$ cat config.mk
export PLATFORM = sky130hd
export DESIGN_NAME = regfile_sched
export DESIGN_NICKNAME = d
export VERILOG_FILES = /design/src/rtl/regfile_sched_pkg.sv /design/src/rtl/regfile_sched_rr_arbiter2.sv /design/src/rtl/regfile_sched.sv
export SDC_FILE = /design/constraint.sdc
export NUM_CORES = 1
export LEC_CHECK = 0
export BUFFER_PORTS_ARGS = -buffer_cell sky130_fd_sc_hd__buf_2
export CORE_MARGIN = 5
export CORE_UTILIZATION = 47
export DETAILED_ROUTE_END_ITERATION = 10
export PLACE_DENSITY_LB_ADDON = 0.1
export SLEW_MARGIN = 10
export SYNTH_ARGS = -nofsm -noshare
export SYNTH_HDL_FRONTEND = slang
export SYNTH_HIERARCHICAL = 1
export SYNTH_SLANG_ARGS = --single-unit
$ cat constraint.sdc
create_clock -name clk -period 5.5 [get_ports clk]
set_clock_uncertainty 0.1 [all_clocks]
set_input_delay 1.1 -clock clk [delete_from_list [all_inputs] [get_ports clk]]
set_output_delay 1.1 -clock clk [all_outputs]
set_load 0.02 [all_outputs]
$ cat src/rtl/regfile_sched_pkg.sv
// Shared encodings for the register-file scheduler: ops, FSM states, register indices.
package regfile_sched_pkg;

    typedef enum logic [1:0] {
        OP_READ  = 2'b00,
        OP_WRITE = 2'b01,
        OP_SWAP  = 2'b10,
        OP_ADD   = 2'b11
    } op_e;

    typedef enum logic [2:0] {
        S_IDLE = 3'd0,
        S_EXEC = 3'd1,
        S_WR_A = 3'd2,
        S_WR_B = 3'd3,
        S_DONE = 3'd4
    } state_e;

    localparam logic [4:0] PC   = 5'd0;
    localparam logic [4:0] SP   = 5'd1;
    localparam logic [4:0] LR   = 5'd2;
    localparam logic [4:0] FP   = 5'd3;
    localparam logic [4:0] R4   = 5'd4;
    localparam logic [4:0] R5   = 5'd5;
    localparam logic [4:0] R6   = 5'd6;
    localparam logic [4:0] R7   = 5'd7;
    localparam logic [4:0] R8   = 5'd8;
    localparam logic [4:0] R9   = 5'd9;
    localparam logic [4:0] R10  = 5'd10;
    localparam logic [4:0] R11  = 5'd11;
    localparam logic [4:0] R12  = 5'd12;
    localparam logic [4:0] ADDR = 5'd13;
    localparam int NUM_REGS = 14;

    typedef struct packed {
        op_e         op;
        logic [4:0]  ra;
        logic [4:0]  rb;
        logic [15:0] wd;
    } req_t;

    function automatic logic idx_ok(input logic [4:0] idx);
        return idx < 5'(NUM_REGS);
    endfunction

endpackage

$ cat src/rtl/regfile_sched_rr_arbiter2.sv
// Two-way round-robin arbiter; the last-grant flag flips only when a grant is taken.
module rr_arbiter2 (
    input  logic       clk,
    input  logic       reset,
    input  logic [1:0] req,
    input  logic       update,
    output logic [1:0] gnt
);
    logic last;

    // last==1 means requester 1 won most recently, so requester 0 wins a tie.
    always_comb begin
        gnt = req;
        if (req == 2'b11)
            gnt = last ? 2'b01 : 2'b10;
    end

    always_ff @(posedge clk or posedge reset) begin
        if (reset)
            last <= 1'b1;
        else if (update && (gnt != 2'b00))
            last <= gnt[1];
    end
endmodule

$ cat src/rtl/regfile_sched.sv
// Arbitrated two-requester scheduler for READ/WRITE/SWAP/ADD on an external register file.
module regfile_sched
    import regfile_sched_pkg::*;
(
    input  logic        clk,
    input  logic        reset,
    input  logic        req0,
    input  logic        req1,
    input  logic [1:0]  op0,
    input  logic [1:0]  op1,
    input  logic [4:0]  ra0,
    input  logic [4:0]  ra1,
    input  logic [4:0]  rb0,
    input  logic [4:0]  rb1,
    input  logic [15:0] wd0,
    input  logic [15:0] wd1,
    output logic        ack0,
    output logic        ack1,
    output logic        err,
    output logic [15:0] rdata_a,
    output logic [15:0] rdata_b,
    output logic        busy,
    output logic [4:0]  rf_reg1,
    output logic [4:0]  rf_reg2,
    output logic [15:0] rf_data_in,
    output logic        rf_write,
    input  logic [15:0] rf_r1_data,
    input  logic [15:0] rf_r2_data
);
    state_e      state, state_nxt;
    req_t        cur, in0, in1;
    logic        gid, err_q, take, ok;
    logic [1:0]  gnt;
    logic [15:0] tmp_a, tmp_b, din_q;
    logic [4:0]  reg1_q, reg2_q;

    assign in0  = req_t'({op0, ra0, rb0, wd0});
    assign in1  = req_t'({op1, ra1, rb1, wd1});
    assign take = (state == S_IDLE) && (req0 || req1);

    rr_arbiter2 u_arb (
        .clk    (clk),
        .reset  (reset),
        .req    ({req1, req0}),
        .update (take),
        .gnt    (gnt)
    );

    // rb only matters for ops that actually read it as a register operand.
    assign ok = idx_ok(cur.ra) &&
                (((cur.op == OP_READ) || (cur.op == OP_SWAP)) ? idx_ok(cur.rb) : 1'b1);

    always_ff @(posedge clk or posedge reset) begin
        if (reset)
            state <= S_IDLE;
        else
            state <= state_nxt;
    end

    // Address/data ports fall back to their held values outside the active states.
    always_comb begin
        state_nxt  = state;
        rf_write   = 1'b0;
        rf_reg1    = reg1_q;
        rf_reg2    = reg2_q;
        rf_data_in = din_q;
        case (state)
            S_IDLE: if (take) state_nxt = S_EXEC;
            S_EXEC: begin
                rf_reg1 = cur.ra;
                rf_reg2 = cur.rb;
                if (!ok) begin
                    state_nxt = S_DONE;
                end else begin
                    case (cur.op)
                        OP_WRITE: begin
                            rf_write   = 1'b1;
                            rf_data_in = cur.wd;
                            state_nxt  = S_DONE;
                        end
                        OP_READ: state_nxt = S_DONE;
                        default: state_nxt = S_WR_A;
                    endcase
                end
            end
            S_WR_A: begin
                rf_reg1    = cur.ra;
                rf_write   = 1'b1;
                rf_data_in = (cur.op == OP_ADD) ? tmp_a + cur.wd : tmp_b;
                state_nxt  = (cur.op == OP_ADD) ? S_DONE : S_WR_B;
            end
            S_WR_B: begin
                rf_reg1    = cur.rb;
                rf_write   = 1'b1;
                rf_data_in = tmp_a;
                state_nxt  = S_DONE;
            end
            S_DONE:  state_nxt = S_IDLE;
            default: state_nxt = S_IDLE;
        endcase
    end

    assign busy    = (state != S_IDLE);
    assign ack0    = (state == S_DONE) && !gid;
    assign ack1    = (state == S_DONE) && gid;
    assign err     = (state == S_DONE) && err_q;
    assign rdata_a = (state == S_DONE) ? tmp_a : 16'h0000;
    assign rdata_b = (state == S_DONE) ? tmp_b : 16'h0000;

    always_ff @(posedge clk or posedge reset) begin
        if (reset) begin
            cur    <= req_t'('0);
            gid    <= 1'b0;
            err_q  <= 1'b0;
            tmp_a  <= 16'h0000;
            tmp_b  <= 16'h0000;
            reg1_q <= 5'd0;
            reg2_q <= 5'd0;
            din_q  <= 16'h0000;
        end else begin
            reg1_q <= rf_reg1;
            reg2_q <= rf_reg2;
            din_q  <= rf_data_in;
            if (take) begin
                cur   <= gnt[0] ? in0 : in1;
                gid   <= gnt[1];
                err_q <= 1'b0;
            end
            // Rejected ops report zeros rather than whatever sits at a bad index.
            if (state == S_EXEC) begin
                tmp_a <= ok ? rf_r1_data : 16'h0000;
                tmp_b <= ok ? rf_r2_data : 16'h0000;
                err_q <= !ok;
            end
        end
    end
endmodule

## Word-level counts from Yosys, hierarchy flattened

Index checks and enable logic that the tools add are counted.
W data, S select, Z words.

| word-level totals | value |
|---|---|
| output and inout bits | 63 |
| word-level logic and storage cells | 67 |
| register bits | 92 |
| input bits | 92 |

| operators by class | value |
|---|---|
| equality and inequality tests | 9 |
| add/subtract/negate cells | 1 |
| mux-type cells | 24 |
| order comparisons | 2 |
| reductions and logical operators | 18 |

Operators by type and width:

| kind | count |
|---|---|
| $mux W16 | 7 |
| $pmux W16 S3 | 1 |
| $mux W28 | 1 |
| $add A16 B16 Y16 | 1 |
| $mux W3 | 4 |
| $pmux W3 S4 | 1 |
| $lt A5 B4 Y1 const B | 2 |
| $pmux W5 S2 | 1 |
| $eq A2 B2 Y1 const B | 3 |
| $eq A3 B2 Y1 const B | 2 |
| $logic_and A1 B1 Y1 | 6 |
| $reduce_or A2 Y1 | 3 |
| $mux W1 | 5 |
| $mux W5 | 1 |
| $mux W2 | 2 |
| $reduce_bool A2 Y1 | 2 |
| $eq A3 B1 Y1 const B | 1 |
| $eq A3 B3 Y1 const B | 1 |
| $logic_not A3 Y1 | 1 |
| $reduce_bool A3 Y1 | 1 |
| $eq A2 B1 Y1 const B | 1 |
| $logic_not A1 Y1 | 2 |
| $logic_not A2 Y1 | 1 |
| $logic_or A1 B1 Y1 | 2 |
| 2 further kinds | 2 |

## Logic depth before layout (Yosys ltp)

| logic depth | value |
|---|---|
| depth after elaboration | 6 |
| gate-level depth with buffers | 10 |
| mapped depth without buffers | 10 |

## Hierarchy

The synthesis kept the hierarchy.

Modules (own cells, without submodules):

| module | sequential area each (um^2) | instances | cells each | area an instance (um^2) |
|---|---|---|---|---|
| regfile_sched | 2277.2 | 1 | 571 | 5077.4 |
| rr_arbiter2 | 26.3 | 1 | 7 | 60.1 |

## Least setup slack after synthesis

OpenSTA, ideal clock, no wires.

| path | value |
|---|---|
| kind | register to output |
| start | register cur[4] in the netlist's numbering |
| end | output rf_data_in[13] |
| required time | 4.300 ns |
| buffers on the path | 0 |
| arrival | 2.610 ns |
| stages on the path, launching flop included | 9 |
| slack | 1.690 ns |
| path through | dfrtp_1 -> ha_1 -> and2_4 -> a221o_1 -> o21a_1 -> a221o_1 -> a31oi_1 -> nor3b_1 -> a211oi_1 |

| between the ends | value |
|---|---|
| longest elaborated chain between the ends | 3 |

Ends and longest elaborated chain:

| what | RTL line | text |
|---|---|---|
| start: declaration | regfile_sched.sv:31 | `req_t cur, in0, in1;` |
| start signal: assignment | regfile_sched.sv:112 | `cur <= req_t'('0);` |
| start signal: assignment | regfile_sched.sv:125 | `cur <= gnt[0] ? in0 : in1;` |
| $add A16 B16 Y16 | regfile_sched.sv:89 | `rf_data_in = (cur.op == OP_ADD) ? tmp_a + cur.wd : tmp_b;` |
| $mux W16 | regfile_sched.sv:89 |  |
| $pmux W16 S3 | regfile_sched.sv:67 | `case (state)` |
| end: declaration | regfile_sched.sv:25 | `output logic [15:0] rf_data_in,` |

Every way passes these cells.

## Worst setup path after layout

| path | value |
|---|---|
| start | register tmp_a[4] |
| end | output rf_data_in[15] |

| between the ends | value |
|---|---|
| longest elaborated chain between the ends | 3 |

Ends and longest elaborated chain:

| what | RTL line | text |
|---|---|---|
| start: declaration | regfile_sched.sv:34 | `logic [15:0] tmp_a, tmp_b, din_q;` |
| start signal: assignment | regfile_sched.sv:131 | `tmp_a <= ok ? rf_r1_data : 16'h0000;` |
| $add A16 B16 Y16 | regfile_sched.sv:89 |  |
| $mux W16 | regfile_sched.sv:89 |  |
| $pmux W16 S3 | regfile_sched.sv:67 |  |

Every way passes these cells.

==> impl_metrics.csv <==
group,metric,value,unit
outcome,status,"complete, no violations",
clock_tree,cts_root_buf,"clkbuf_8",
power_and_ir_drop,power.density,662,nW/um^2
critical_path,critPathRequiredTime,4.30,ns
sta,fin_setup_tns,0,ns
synth,syn_area,5140,sq um
global_routing,grt_use_met1,0.334,
sta,maxSlewViolCount,0,
sta,period_share,0.798,
placement,gp_congestion,0.912,
placement,hpwl,11.5,mm
routing,routed_wl,15.9,mm
critical_path,reg2reg_from,"tmp_a[4]",
critical_path,worst-setup-path-type,"reg2out",
routing,firstDrtPassIters,5,
critical_path,crit_top_cell,"a221o_1",
die,initial_core_util,0.476,
routing,vias,4901,
synth,synthArstFlopShare,1.00,
clock_tree,cts_max_level,3,
clock_tree,clk_transition_reported_paths,0.09,ns
synth,synth_ff_type,"dfrtp_1",
global_routing,grt_pass1_vias,5000,
global_routing,grt_start_max_net_pins,58,
critical_path,max_stage_delay,0.43,ns
layout,nNetsFinal,822,
sta,setup_viol,0,
placement,dpl.cell_count,843,
global_routing,antenna_found_initial,0,
power_and_ir_drop,irDropWorstVdd,378,uV
sta,clock.fmax,228,MHz
layout,syn_to_final_growth,21.4,%
clock_tree,post_cts_resized,0,
synth,ys_seq_area_frac,0.448,
die,dieArea,13100,sq um
layout,antenna_cells,0,
clock_tree,post-cts-setup-buffers,0,
global_routing,gr-usage-met3,0.0455,
flow_run,maxCapViolCount,0,
clock_tree,clk_latency,0.37,ns
critical_path,r2r_cells,8,
routing,drc,0,
routing,drt_iter0_markers,354,
critical_path,start_kind,"flip-flop",
synth,syn_nets,686,
layout,final_area,6230,sq um
clock_tree,numCtsBuffers,9,
placement,portBuffers,154,
critical_path,r2r_end,"din_q[15]",
die,ioPinCount,155,
die,core,10800,sq um
sta,relSlewSlack,0.330,
synth,syn_inst,578,
global_routing,grt.total_usage,0.246,
die,die_h,115,um
power_and_ir_drop,power.total,4.13,mW
power_and_ir_drop,p_leak,3.17,nW
hold_path,whs_path_depth,2,
layout,finalNonFillerCells,859,
routing,ant_nets,0,
sta,min_period,4.39,ns
clock_tree,cts_buffer_depth,2,
synth,synth-edff-count,0,
synth,yosysUniqueCellTypes,55,
clock_tree,cts.sinks,92,
critical_path,crit_chain,"ha_1, and2_4, a221o_1, o21a_1, a221o_1, a221oi_2, nor3_1, nor3b_2, buf_2",
die,num_rows,38,
placement,placed_area,6040,sq um
critical_path,worstSetupEndpointType,"output pin",
clock_tree,cts_hold_buf,0,
global_routing,grt_util_met2,0.392,
global_routing,grt_pass1_wl,25.4,mm
routing,via_per_inst,5.71,
hold_path,min_to,"reg2_q[0]",
sta,hold_violations,0,
synth,ys_ff_latch,92,
critical_path,path_max_fanout,4,
layout,drive_gt1_frac,0.271,
synth,yosys_warnings,6,
critical_path,reg2reg_slack,2.69,ns
global_routing,busiest_layer,"met2",
routing,wire_per_inst,18.5,um
synth,syn_area_per_cell,8.89,sq um
hold_path,min_path_type,"reg2reg",
sta,worst_hold_slack,0.376,ns
hold_path,holdCritStartpoint,"reg2_q[0]",
die,die_w,115,um
global_routing,grt-ovfl-total,0,
sta,rsz0062_at_grt,"false",
critical_path,worstPathArrival,3.19,ns
critical_path,critPathSlowestCell,"dfrtp_1",
sta,tightest_slew,1.00,ns
clock_tree,tritoncts,"done",
[metrics by stage]
step,utilization,setup slack [ns]
detailed placement,0.560,1.54
CTS,0.578,1.12
floorplan,-,1.69
global placement,0.560,1.64
finish,0.578,1.11
global route,0.578,0.966
[how the worst max path moves through the flow]
| stage | depth (start not counted) | slack [ns] | startpoint | endpoint |
|---|---|---|---|---|
| detailed placement | 9 | 1.54 | tmp_a[4] | rf_data_in[15] |
| global route | 9 | 0.97 | tmp_a[4] | rf_data_in[15] |
| global placement | 9 | 1.64 | cur[4] | rf_data_in[15] |
| CTS | 9 | 1.12 | tmp_a[4] | rf_data_in[15] |
| finish | 9 | 1.11 | tmp_a[4] | rf_data_in[15] |
| floorplan | 8 | 1.69 | cur[4] | rf_data_in[13] |
[Yosys cell counts (all sizes together) (3+ instances only)]
| cell | instances | share of area |
|---|---|---|
| a21o | 4 | 0.0058 |
| a21oi | 48 | 0.047 |
| a221o | 4 | 0.0078 |
| a221oi | 9 | 0.017 |
| a222oi | 6 | 0.012 |
| a22oi | 4 | 0.0058 |
| a31oi | 5 | 0.0061 |
| and2 | 3 | 0.0041 |
| and3 | 37 | 0.045 |
| buf | 4 | 0.0032 |
| clkbuf | 34 | 0.025 |
| dfrtp | 91 | 0.44 |
| ha | 15 | 0.037 |
| inv | 11 | 0.0080 |
| mux2i | 30 | 0.058 |
| nand2 | 96 | 0.070 |
| nand2b | 5 | 0.0061 |
| nand3 | 9 | 0.0088 |
| nor2 | 44 | 0.032 |
| nor3 | 5 | 0.0049 |
| nor3b | 4 | 0.0078 |
| o211ai | 5 | 0.0073 |
| o21a | 8 | 0.012 |
| o21ai | 53 | 0.052 |
| o21bai | 3 | 0.0044 |
| o22ai | 3 | 0.0037 |
| o311ai | 4 | 0.0068 |
| o31ai | 3 | 0.0044 |
| or2 | 3 | 0.0037 |
| xnor2 | 7 | 0.013 |
[where the power goes]
group / switching [mW] / internal, mW
clock network: 0.240 / 0.222
registers: 0.308 / 1.00
logic: 1.50 / 0.856
total: 2.05 / 2.08
[critical path: cells and delay by family (launching register included)]
family,cells,cell delay (ns)
AO/OA/AOI/OAI,4,1.30
AND/OR/NAND/NOR,3,0.54
flip-flops,1,0.43
adder cells (fa/ha/maj),1,0.34
buffers and inverters,1,0.21
[flip-flops by register name, indices dropped and copies added, names as in the netlist]
name / cells
state: 3
din_q: 16
err_q: 1
tmp_b: 16
reg1_q: 5
tmp_a: 16
cur: 28
u_arb/last: 1
gid: 1
reg2_q: 5
[cells in the final DEF (no fill, tap or decap), types with 3 or more instances in the layout]
cell,n
mux2i_1,30
o211ai_1,5
o21ai_0,50
a21oi_1,48
nor2_1,41
a221o_1,4
dfrtp_1,91
xnor2_1,6
nor3_1,5
nand2_1,96
or2_2,3
clkinv_2,3
o31ai_1,3
o311ai_0,4
a22oi_1,4
clkbuf_8,10
ha_1,15
buf_2,154
buf_4,9
nand3_1,9
o22ai_1,3
a31oi_1,5
nand2b_1,5
a221oi_1,8
a21o_1,4
inv_1,10
and3_1,36
o21bai_1,3
a222oi_1,6
o21a_1,8
[routing by layer]
layer  part of all wire  vias up
met5                  0        -
met4              0.020        0
met2               0.46      197
li1                   -     2338
met1               0.44     2346
met3              0.082       20
[cell families after synthesis]
logic type | after synthesis | synth area share
compound gates | 169 | 0.207
xor+xnor | 8 | 0.0151
fa+ha+maj | 16 | 0.0404
buf+inv | 49 | 0.0360
flops | 92 | 0.448
mux | 31 | 0.0606
simple gates | 213 | 0.192
[cell type report]
cell class                      count  area, sq um
Tap cell                          140          175
Timing Repair Buffer              163          838
Inverter                           11         42.5
Sequential cell                    92         2300
Multi-Input combinational cell    437         2680
Clock buffer                       12          145
Clock inverter                      4         48.8
Fill cell                         967         4560
(Power assumes the default switching activity.)
